`src/rtl/mips_mem_pkg.sv`:
```
// Shared definitions for the MEM-stage data SRAM access controller.
//   OP_LW / OP_SW : opcodes (IR[31:26]) that need a data-memory access
//   state_t       : transaction sequencer states
//   owner_t       : which requester owns the SRAM for the current transaction
package mips_mem_pkg;

    localparam logic [5:0] OP_LW = 6'b110000;
    localparam logic [5:0] OP_SW = 6'b110001;

    typedef enum logic [1:0] {
        IDLE,
        BUSY,
        RESP
    } state_t;

    typedef enum logic {
        PIPE,
        DBG
    } owner_t;

    // True for the opcodes that must go through the data SRAM.
    function automatic logic is_mem_op(input logic [5:0] opcode);
        return (opcode == OP_LW) || (opcode == OP_SW);
    endfunction

endpackage

```
`src/rtl/dmem_starve_guard.sv`:
```
// Starvation guard for the debug port.
// Counts consecutive pipeline grants made while a debug request was waiting
// and raises force_dbg once the count reaches STARVE_MAX, so the arbiter
// hands the next transaction to the debug port.
//   clk, rst_n   : clock, asynchronous active-low reset
//   in_idle      : arbiter is in its arbitration state this cycle
//   dbg_valid    : debug request pending
//   grant_pipe   : arbiter grants the pipeline this cycle
//   grant_dbg    : arbiter grants the debug port this cycle
//   force_dbg    : debug must win the current arbitration
module dmem_starve_guard #(
    parameter int STARVE_MAX = 4
) (
    input  logic clk,
    input  logic rst_n,
    input  logic in_idle,
    input  logic dbg_valid,
    input  logic grant_pipe,
    input  logic grant_dbg,
    output logic force_dbg
);

    localparam int CNT_W = (STARVE_MAX < 1) ? 1 : $clog2(STARVE_MAX + 1);
    localparam logic [CNT_W-1:0] CNT_MAX = CNT_W'(STARVE_MAX);

    logic [CNT_W-1:0] starve_cnt;

    // The count only survives while debug keeps waiting; any debug grant or
    // an idle cycle with no debug request starts the fairness window over.
    always_ff @(posedge clk or negedge rst_n) begin
        if (!rst_n) begin
            starve_cnt <= '0;
        end else if (grant_dbg) begin
            starve_cnt <= '0;
        end else if (in_idle && !dbg_valid) begin
            starve_cnt <= '0;
        end else if (grant_pipe && dbg_valid && (starve_cnt != CNT_MAX)) begin
            starve_cnt <= starve_cnt + 1'b1;
        end
    end

    assign force_dbg = dbg_valid && (starve_cnt == CNT_MAX);

endmodule

```
`src/rtl/dmem_access_ctrl.sv`:
```
// MEM-stage data SRAM sequencer.
// Arbitrates a single-port synchronous SRAM between the pipeline (LW/SW in
// IR_ex) and a debug/loader port, stalls the pipeline until its access
// completes and returns load data on LMD.
//   clk, rst_n                : clock, asynchronous active-low reset
//   IR_ex, ALU_ex, D_ex       : instruction, effective address, store data from EX
//   IR_mem, ALU_mem           : pass-through of IR_ex / ALU_ex
//   LMD                       : load data towards MEM/WB
//   pipe_stall                : hold EX/MEM and earlier stages
//   dbg_valid/ready/we/addr/wdata : debug request handshake and payload
//   dbg_rvalid, dbg_rdata     : debug read response (single-cycle pulse)
//   mem_en/we/addr/wdata      : SRAM request (mem_en one cycle per transaction)
//   mem_rdata                 : SRAM read data, valid RD_LAT cycles after mem_en
module dmem_access_ctrl
    import mips_mem_pkg::*;
#(
    parameter int ADDR_W     = 10,
    parameter int RD_LAT     = 1,
    parameter int STARVE_MAX = 4
) (
    input  logic              clk,
    input  logic              rst_n,
    input  logic [31:0]       IR_ex,
    input  logic [31:0]       ALU_ex,
    input  logic [31:0]       D_ex,
    output logic [31:0]       IR_mem,
    output logic [31:0]       ALU_mem,
    output logic [31:0]       LMD,
    output logic              pipe_stall,
    input  logic              dbg_valid,
    output logic              dbg_ready,
    input  logic              dbg_we,
    input  logic [ADDR_W-1:0] dbg_addr,
    input  logic [31:0]       dbg_wdata,
    output logic              dbg_rvalid,
    output logic [31:0]       dbg_rdata,
    output logic              mem_en,
    output logic              mem_we,
    output logic [ADDR_W-1:0] mem_addr,
    output logic [31:0]       mem_wdata,
    input  logic [31:0]       mem_rdata
);

    localparam int LAT_W = (RD_LAT > 1) ? $clog2(RD_LAT) : 1;
    localparam logic [LAT_W-1:0] LAT_LAST = LAT_W'(RD_LAT - 1);

    state_t            state_q;
    state_t            state_d;
    owner_t            owner_q;
    logic              we_q;
    logic [LAT_W-1:0]  busy_cnt;
    logic [31:0]       lmd_q;
    logic [31:0]       dbg_rdata_q;

    logic              pipe_req;
    logic              pipe_is_sw;
    logic              grant_pipe;
    logic              grant_dbg;
    logic              grant_any;
    logic              grant_we;
    logic              busy_last;
    logic              force_dbg;
    logic              resp_read;

    assign IR_mem     = IR_ex;
    assign ALU_mem    = ALU_ex;
    assign pipe_req   = is_mem_op(IR_ex[31:26]);
    assign pipe_is_sw = (IR_ex[31:26] == OP_SW);
    assign busy_last  = (busy_cnt == LAT_LAST);

    dmem_starve_guard #(
        .STARVE_MAX (STARVE_MAX)
    ) u_starve_guard (
        .clk        (clk),
        .rst_n      (rst_n),
        .in_idle    (state_q == IDLE),
        .dbg_valid  (dbg_valid),
        .grant_pipe (grant_pipe),
        .grant_dbg  (grant_dbg),
        .force_dbg  (force_dbg)
    );

    // Arbitration and next state. A forced debug grant beats the pipeline;
    // otherwise the pipeline has priority. Writes spend one cycle in BUSY,
    // reads stay until the SRAM read latency has elapsed.
    always_comb begin
        state_d    = state_q;
        grant_pipe = 1'b0;
        grant_dbg  = 1'b0;
        case (state_q)
            IDLE: begin
                if (force_dbg) begin
                    grant_dbg = 1'b1;
                end else if (pipe_req) begin
                    grant_pipe = 1'b1;
                end else if (dbg_valid) begin
                    grant_dbg = 1'b1;
                end
                if (grant_pipe || grant_dbg) begin
                    state_d = BUSY;
                end
            end
            BUSY: begin
                if (we_q || busy_last) begin
                    state_d = RESP;
                end
            end
            RESP: begin
                state_d = IDLE;
            end
            default: begin
                state_d = IDLE;
            end
        endcase
    end

    assign grant_any = grant_pipe || grant_dbg;
    assign grant_we  = grant_dbg ? dbg_we : pipe_is_sw;

    // Transaction registers. Address, data and direction are captured only
    // at the grant, so EX may change them freely while the access is in
    // flight. mem_en/mem_we are high for exactly the first BUSY cycle.
    always_ff @(posedge clk or negedge rst_n) begin
        if (!rst_n) begin
            state_q     <= IDLE;
            owner_q     <= PIPE;
            we_q        <= 1'b0;
            busy_cnt    <= '0;
            mem_en      <= 1'b0;
            mem_we      <= 1'b0;
            mem_addr    <= '0;
            mem_wdata   <= '0;
            lmd_q       <= '0;
            dbg_rdata_q <= '0;
        end else begin
            state_q <= state_d;
            if (grant_any) begin
                owner_q   <= grant_dbg ? DBG : PIPE;
                we_q      <= grant_we;
                busy_cnt  <= '0;
                mem_en    <= 1'b1;
                mem_we    <= grant_we;
                mem_addr  <= grant_dbg ? dbg_addr : ALU_ex[ADDR_W-1:0];
                mem_wdata <= grant_dbg ? dbg_wdata : D_ex;
            end else begin
                mem_en <= 1'b0;
                mem_we <= 1'b0;
            end
            if (state_q == BUSY) begin
                busy_cnt <= busy_cnt + 1'b1;
            end
            if (resp_read && (owner_q == PIPE)) begin
                lmd_q <= mem_rdata;
            end
            if (resp_read && (owner_q == DBG)) begin
                dbg_rdata_q <= mem_rdata;
            end
        end
    end

    // Read data is forwarded straight from the SRAM in the response cycle so
    // the pipeline can advance in that same cycle; afterwards the held copy
    // is presented.
    assign resp_read  = (state_q == RESP) && !we_q;
    assign LMD        = (resp_read && (owner_q == PIPE)) ? mem_rdata : lmd_q;
    assign dbg_rvalid = resp_read && (owner_q == DBG);
    assign dbg_rdata  = dbg_rvalid ? mem_rdata : dbg_rdata_q;
    assign dbg_ready  = grant_dbg;
    assign pipe_stall = pipe_req && !((state_q == RESP) && (owner_q == PIPE));

endmodule

```
`config.mk`:
```
export PLATFORM = sky130hd
export DESIGN_NAME = dmem_access_ctrl
export DESIGN_NICKNAME = d
export VERILOG_FILES = /design/src/rtl/mips_mem_pkg.sv /design/src/rtl/dmem_starve_guard.sv /design/src/rtl/dmem_access_ctrl.sv
export SDC_FILE = /design/constraint.sdc
export NUM_CORES = 1
export LEC_CHECK = 0
export CORE_AREA = 2 2 135 137
export DETAILED_ROUTE_END_ITERATION = 7
export DIE_AREA = 0 0 137 139
export GPL_TIMING_DRIVEN = 1
export PLACE_DENSITY = 0.7
export SLEW_MARGIN = 30
export SYNTH_ARGS = -nofsm -noshare
export SYNTH_HDL_FRONTEND = slang
export SYNTH_HIERARCHICAL = 1
export SYNTH_SLANG_ARGS = --single-unit
```
`constraint.sdc`:
```
create_clock -name clk -period 3.3 [get_ports clk]
set_clock_uncertainty 0.1 [all_clocks]
set_input_delay 0.33 -clock clk [delete_from_list [all_inputs] [get_ports clk]]
set_output_delay 0.33 -clock clk [all_outputs]
set_load 0.05 [all_outputs]
```
# ---- Word level (Yosys, flattened, before mapping)
# Index checks and enable logic that the tools add are counted.
dict set report word_totals {
  reg_bits 116
  input_bits 174
  output_inout_bits 175
  word_cells 68
}
dict set report op_classes {
  addsub 2
  n_eq_ne 8
  mux 25
  bitwise_logic 2
  n_reduce_logical 20
}
# operator count
set op_table {}
lappend op_table {{two-way mux 32 bit} 3}
lappend op_table {{two-way mux 1 bit} 15}
lappend op_table {{== test 6 bit (second input constant)} 2}
lappend op_table {{two-way mux 10 bit} 1}
lappend op_table {{logical AND 1 bit} 9}
lappend op_table {{two-way mux 3 bit} 3}
lappend op_table {{logical OR 1 bit} 4}
lappend op_table {{two-way mux 2 bit} 2}
lappend op_table {{!= test 2 bit (second input constant)} 2}
lappend op_table {{case mux 2 bit (2 select lines)} 1}
lappend op_table {{adder 3 x 1 -> 3 bit (second input constant)} 1}
lappend op_table {{== test 3 bit (second input constant)} 1}
lappend op_table {{zero test 1 bit} 3}
lappend op_table {{!= test 3 bit (second input constant)} 1}
lappend op_table {{nonzero test 3 bit} 1}
lappend op_table {{== test 2 x 1 -> 1 bit (second input constant)} 1}
lappend op_table {{== test 2 bit (second input constant)} 1}
lappend op_table {{zero test 2 bit} 1}
lappend op_table {{NOT 1 bit} 2}
lappend op_table {{AND reduction 2 bit} 1}
lappend op_table {{nonzero test 2 bit} 1}
lappend op_table {{adder 1 bit (second input constant)} 1}

# ---- Depth between registers and ports, before layout
dict set report logic_depth {
  ltp_word 11
  depth_mapped 11
  depth_no_buf 10
}

# ---- By module
# Netlist, hierarchy kept.
# mod instances cells_per_inst area_each_um2 seq_area_each_um2
set by_module_without_submodules {}
lappend by_module_without_submodules {dmem_access_ctrl 1 377 5165.0 2827.7}
lappend by_module_without_submodules {dmem_starve_guard 1 23 193.9 75.1}

# ---- Worst setup path before layout
# No wires, ideal clock.
dict set report synth_path {
  kind {reg-to-reg}
  startpoint {reg u_starve_guard.starve_cnt[0]}
  endpoint {reg u_starve_guard.starve_cnt[2]}
  setup_time_ns 0.130
  arrival_ns 2.397
  t_required_ns 3.070
  slack_ns 0.674
  stages_incl_launch_ff 12
  n_path_buf 2
  period_less_slack_ns 2.626
  cell_sequence {dfrtp_1 -> inv_1 -> ha_1 -> nand2_1 -> nor2_1 -> nor4bb_4 -> and2_2 -> buf_6 -> buf_6 -> nor2_1 -> a21o_1 -> a21oi_1}
}
dict set report synth_via {
  elab_cells_between_ends 16
  classes_between {add/sub: 1; eq/ne: 2; mux: 9; reduce/logical: 4}
}
# element line
set synth_rtl {}
lappend synth_rtl {{from (decl)} dmem_starve_guard.sv:26} ;# logic [CNT_W-1:0] starve_cnt;
lappend synth_rtl {{from (signal assigned)} dmem_starve_guard.sv:38} ;# starve_cnt <= starve_cnt + 1'b1;
lappend synth_rtl {{== test 3 bit *} dmem_starve_guard.sv:42} ;# assign force_dbg = dbg_valid && (starve_cnt == CNT_MAX);
lappend synth_rtl {{logical AND 1 bit *} dmem_starve_guard.sv:42}
lappend synth_rtl {{named net force_dbg} dmem_access_ctrl.sv:62} ;# logic force_dbg;
lappend synth_rtl {{two-way mux 1 bit *} dmem_access_ctrl.sv:92} ;# if (force_dbg) begin
lappend synth_rtl {{two-way mux 1 bit * (2 in series)} dmem_access_ctrl.sv:90} ;# case (state_q)
lappend synth_rtl {{named net dbg_ready} dmem_access_ctrl.sv:31} ;# output logic dbg_ready,
lappend synth_rtl {{nonzero test 3 bit (no line) or two-way mux 3 bit (tied branches)} --}
# The timed path passes the listed nets; every way through them passes the cells marked *. The select of a mux whose other input is x is not followed.
# A chain may end at the register's enable or synchronous reset.

# ---- Worst setup path after layout
dict set report layout_path {
  startpoint {reg state_q[0]}
  endpoint {out dbg_rdata[26]}
}
dict set report layout_via {
  elab_chain_cells 4
}
# element line
set layout_lines {}
lappend layout_lines {{from (decl)} dmem_access_ctrl.sv:47} ;# state_t state_q;
lappend layout_lines {{from (signal assigned)} dmem_access_ctrl.sv:136} ;# state_q <= state_d;
lappend layout_lines {{== test 2 bit} dmem_access_ctrl.sv:164} ;# assign resp_read = (state_q == RESP) && !we_q;
lappend layout_lines {{logical AND 1 bit} dmem_access_ctrl.sv:164}
lappend layout_lines {{logical AND 1 bit} dmem_access_ctrl.sv:166} ;# assign dbg_rvalid = resp_read && (owner_q == DBG);
lappend layout_lines {{two-way mux 32 bit} --}
lappend layout_lines {{to (decl)} dmem_access_ctrl.sv:36} ;# output logic [31:0] dbg_rdata,
# Every way passes these cells.

==> flow_metrics.tcl <==
set metrics [dict create \
    status "finished clean" \
    grt_overflow 0 \
    ioPinCount 349 \
    clock-root-buffer "clkbuf_16" \
    drive_above_1_share 0.1672 \
    hp-class "in -> async" \
    io_buffers 252 \
    clock_latency_ps 410 \
    grt_max_degree 72 \
    grt_pass1_wl_um 24600 \
    hpwlAfterDp_um 11980 \
    num_vias 4040 \
    first_iter_violations 138 \
    ir_drop_v 0.0009955 \
    ys_ff_latch 116 \
    cts_setup_buffers 0 \
    fin_crit_ps 3094 \
    ctsHtreeMaxLevel 4 \
    synth_adder_area_share 0.004670 \
    timing.final.crit_share 0.9376 \
    rows 49 \
    layout_commonest_cell "clkdlybuf4s50_1" \
    die_w_um 137 \
    gp_congestion 0.8178 \
    wire_per_inst_um 19.31 \
    finalSetupTns_ps 0 \
    synth.avg_cell_area_um2 13.40 \
    finalSetupViolations 0 \
    cts_tree "done" \
    die_h_um 139 \
    dpl_cell_area_mm2 0.007650 \
    worstPathArrival_ps 2660 \
    cp-start-kind "flip-flop" \
    netlist_instances 400 \
    grtUsageTotal 0.1698 \
    tightest_slew_ps 603.8 \
    yosysUniqueCellTypes 33 \
    synth.area.mux_share 0.1364 \
    relSlewSlack 0.5975 \
    synth_top_family_by_area "compound AO/OA/AOI/OAI gates" \
    final_nets 767 \
    die-area_mm2 0.01904 \
    synthXorXnorAreaFrac 0 \
    powerDensity_mw_per_mm2 1175 \
    area_growth_pct 54.47 \
    dr.pass1.iters 4 \
    synth_nets 576 \
    netlist_area_mm2 0.005359 \
    crit_required_ps 2870 \
    path_class "reg -> out" \
    cts.sinks 116 \
    synth_compound_area_frac 0.1578 \
    hold_viol 0 \
    path_clk_slew_ps 60 \
    ys_seq_area_frac 0.5417 \
    drc 0 \
    cts_buffers 17 \
    clock_path_buffers 2 \
    crit_path_end_kind "output port" \
    rsz0062_at_grt "no" \
    pre_cts_slack_ps 640.9 \
    drt-total-wl_um 16110 \
    max_freq_mhz 323.2 \
    synthSimpleGateAreaFrac 0.03432 \
    initial_core_util 0.3035 \
    routed_via_density 4.844 \
    fin_ws_ps 206.0 \
    design_area_mm2 0.008278 \
    maxCapViolations 0 \
    yosys_warnings 6 \
    final_util 0.4688 \
    maxSlewViolCount 0 \
    leakage_nw 3.228 \
    antenna_found_initial 1 \
    ant_nets 0 \
    core_area_mm2 0.01766 \
    grt_pass1_vias 4475 \
    final_cell_mix "249 x clkdlybuf4s50_1, 116 x dfrtp_1, 51 x mux2_2" \
    cp_max_fo 33 \
]
[logic make-up after synthesis]
kind of cell    Yosys count
compound gates          100
buf+inv                  96
flops                   116
fa+ha+maj                 2
simple gates             21
mux                      65
[metrics by stage]
step / std cells / power, mW / hold slack (ps)
finish: 834 / 9.730 / 363.9
global route: 833 / 10.13 / 404.2
CTS: 833 / 9.826 / 367.8
detailed placement: 800 / 7.859 / 272.8
global placement: 800 / 7.784 / 257.8
floorplan: 400 / 6.126 / -65.59
[registers in the layout, summed over array words and instances, names as in the netlist]
register	count
mem_we	1
mem_wdata	32
mem_en	1
lmd_q	32
dbg_rdata_q	32
busy_cnt	1
u_starve_guard/starve_cnt	3
mem_addr	10
owner_q	1
we_q	1
state_q	2
[cells in the mapped netlist]
| cell | instances | area share |
|---|---|---|
| buf_4 | 69 | 0.097 |
| buf_6 | 5 | 0.011 |
| o21ai_0 | 2 | 0.0019 |
| ha_1 | 2 | 0.0047 |
| or3_1 | 2 | 0.0023 |
| nor2b_1 | 1 | 0.0012 |
| inv_1 | 8 | 0.0056 |
| and2_2 | 1 | 0.0014 |
| a21o_1 | 1 | 0.0014 |
| buf_2 | 11 | 0.010 |
| o21a_1 | 44 | 0.062 |
| mux2i_1 | 1 | 0.0019 |
| a31oi_1 | 2 | 0.0023 |
| nand4_1 | 1 | 0.0012 |
| nor4b_4 | 2 | 0.0089 |
| mux2_2 | 51 | 0.11 |
| a21oi_1 | 3 | 0.0028 |
| nand3_1 | 1 | 0.00093 |
| nor2_4 | 1 | 0.0021 |
| clkbuf_1 | 3 | 0.0021 |
| and2_4 | 1 | 0.0016 |
| nand4b_1 | 1 | 0.0016 |
| nand2_1 | 3 | 0.0021 |
| mux2_1 | 13 | 0.027 |
| nor2_1 | 3 | 0.0021 |
| dfrtp_1 | 116 | 0.54 |
| o21bai_1 | 1 | 0.0014 |
| o31ai_1 | 2 | 0.0028 |
| nor4bb_4 | 1 | 0.0047 |
| o32a_1 | 43 | 0.080 |
| o21ai_2 | 2 | 0.0033 |
| nand2b_1 | 2 | 0.0023 |
| nand3_2 | 1 | 0.0019 |
[critical path, cell delays in order, from the launching register on]
cell and delay [ps]:
dfrtp_1 490, nor4b_4 380, buf_12 260, mux2_2 370, clkdlybuf4s50_1 730
[timing repair]
item                                   4_1_cts  5_1_grt
endpoints found under the hold margin       45        0
hold buffers                                 1        0
gates resized for setup                      0        0
setup endpoints to repair                    0        0
[where the power goes]
group / switching [mW] / internal [mW] / total [mW]
logic: 3.50 / 1.93 / 5.44
registers: 0.291 / 2.10 / 2.39
clock network: 0.687 / 1.22 / 1.91
[worst paths after layout]
kind | end | slack, ps | cells after the start | startpoint
max in group asynchronous | dbg_rdata_q[20] | 1910 | 3 | rst_n
worst min-delay path | dbg_rdata_q[18] | 360 | 2 | rst_n
worst min register to register | dbg_rdata_q[16] | 380 | 1 | dbg_rdata_q[16]
worst max register to register | u_starve_guard/starve_cnt[2] | 860 | 10 | u_starve_guard/starve_cnt[0]
min in group clk | dbg_rdata_q[16] | 380 | 1 | dbg_rdata_q[16]
worst max-delay path | dbg_rdata[26] | 210 | 4 | state_q[0]
[layer usage]
metal | up-vias | routed length, um | track usage
li1 | 1796 | - | -
met1 | 1985 | 5863 | 0.1838
met2 | 201 | 7823 | 0.2736
met3 | 58 | 1857 | 0.08041
met4 | 0 | 561 | 0.08953
met5 | - | 0 | 0
[layout make-up]
cell class	instances	area (um^2)
fill	1557	9379
clock inverter	13	172.7
timing repair buffer	260	2640
inverter	8	30.03
antenna	1	2.502
multi-input combinational	188	1800
sequential	116	2903
clock buffer	19	442.9
tap	229	286.5
Power figures use the tool's default switching activity.
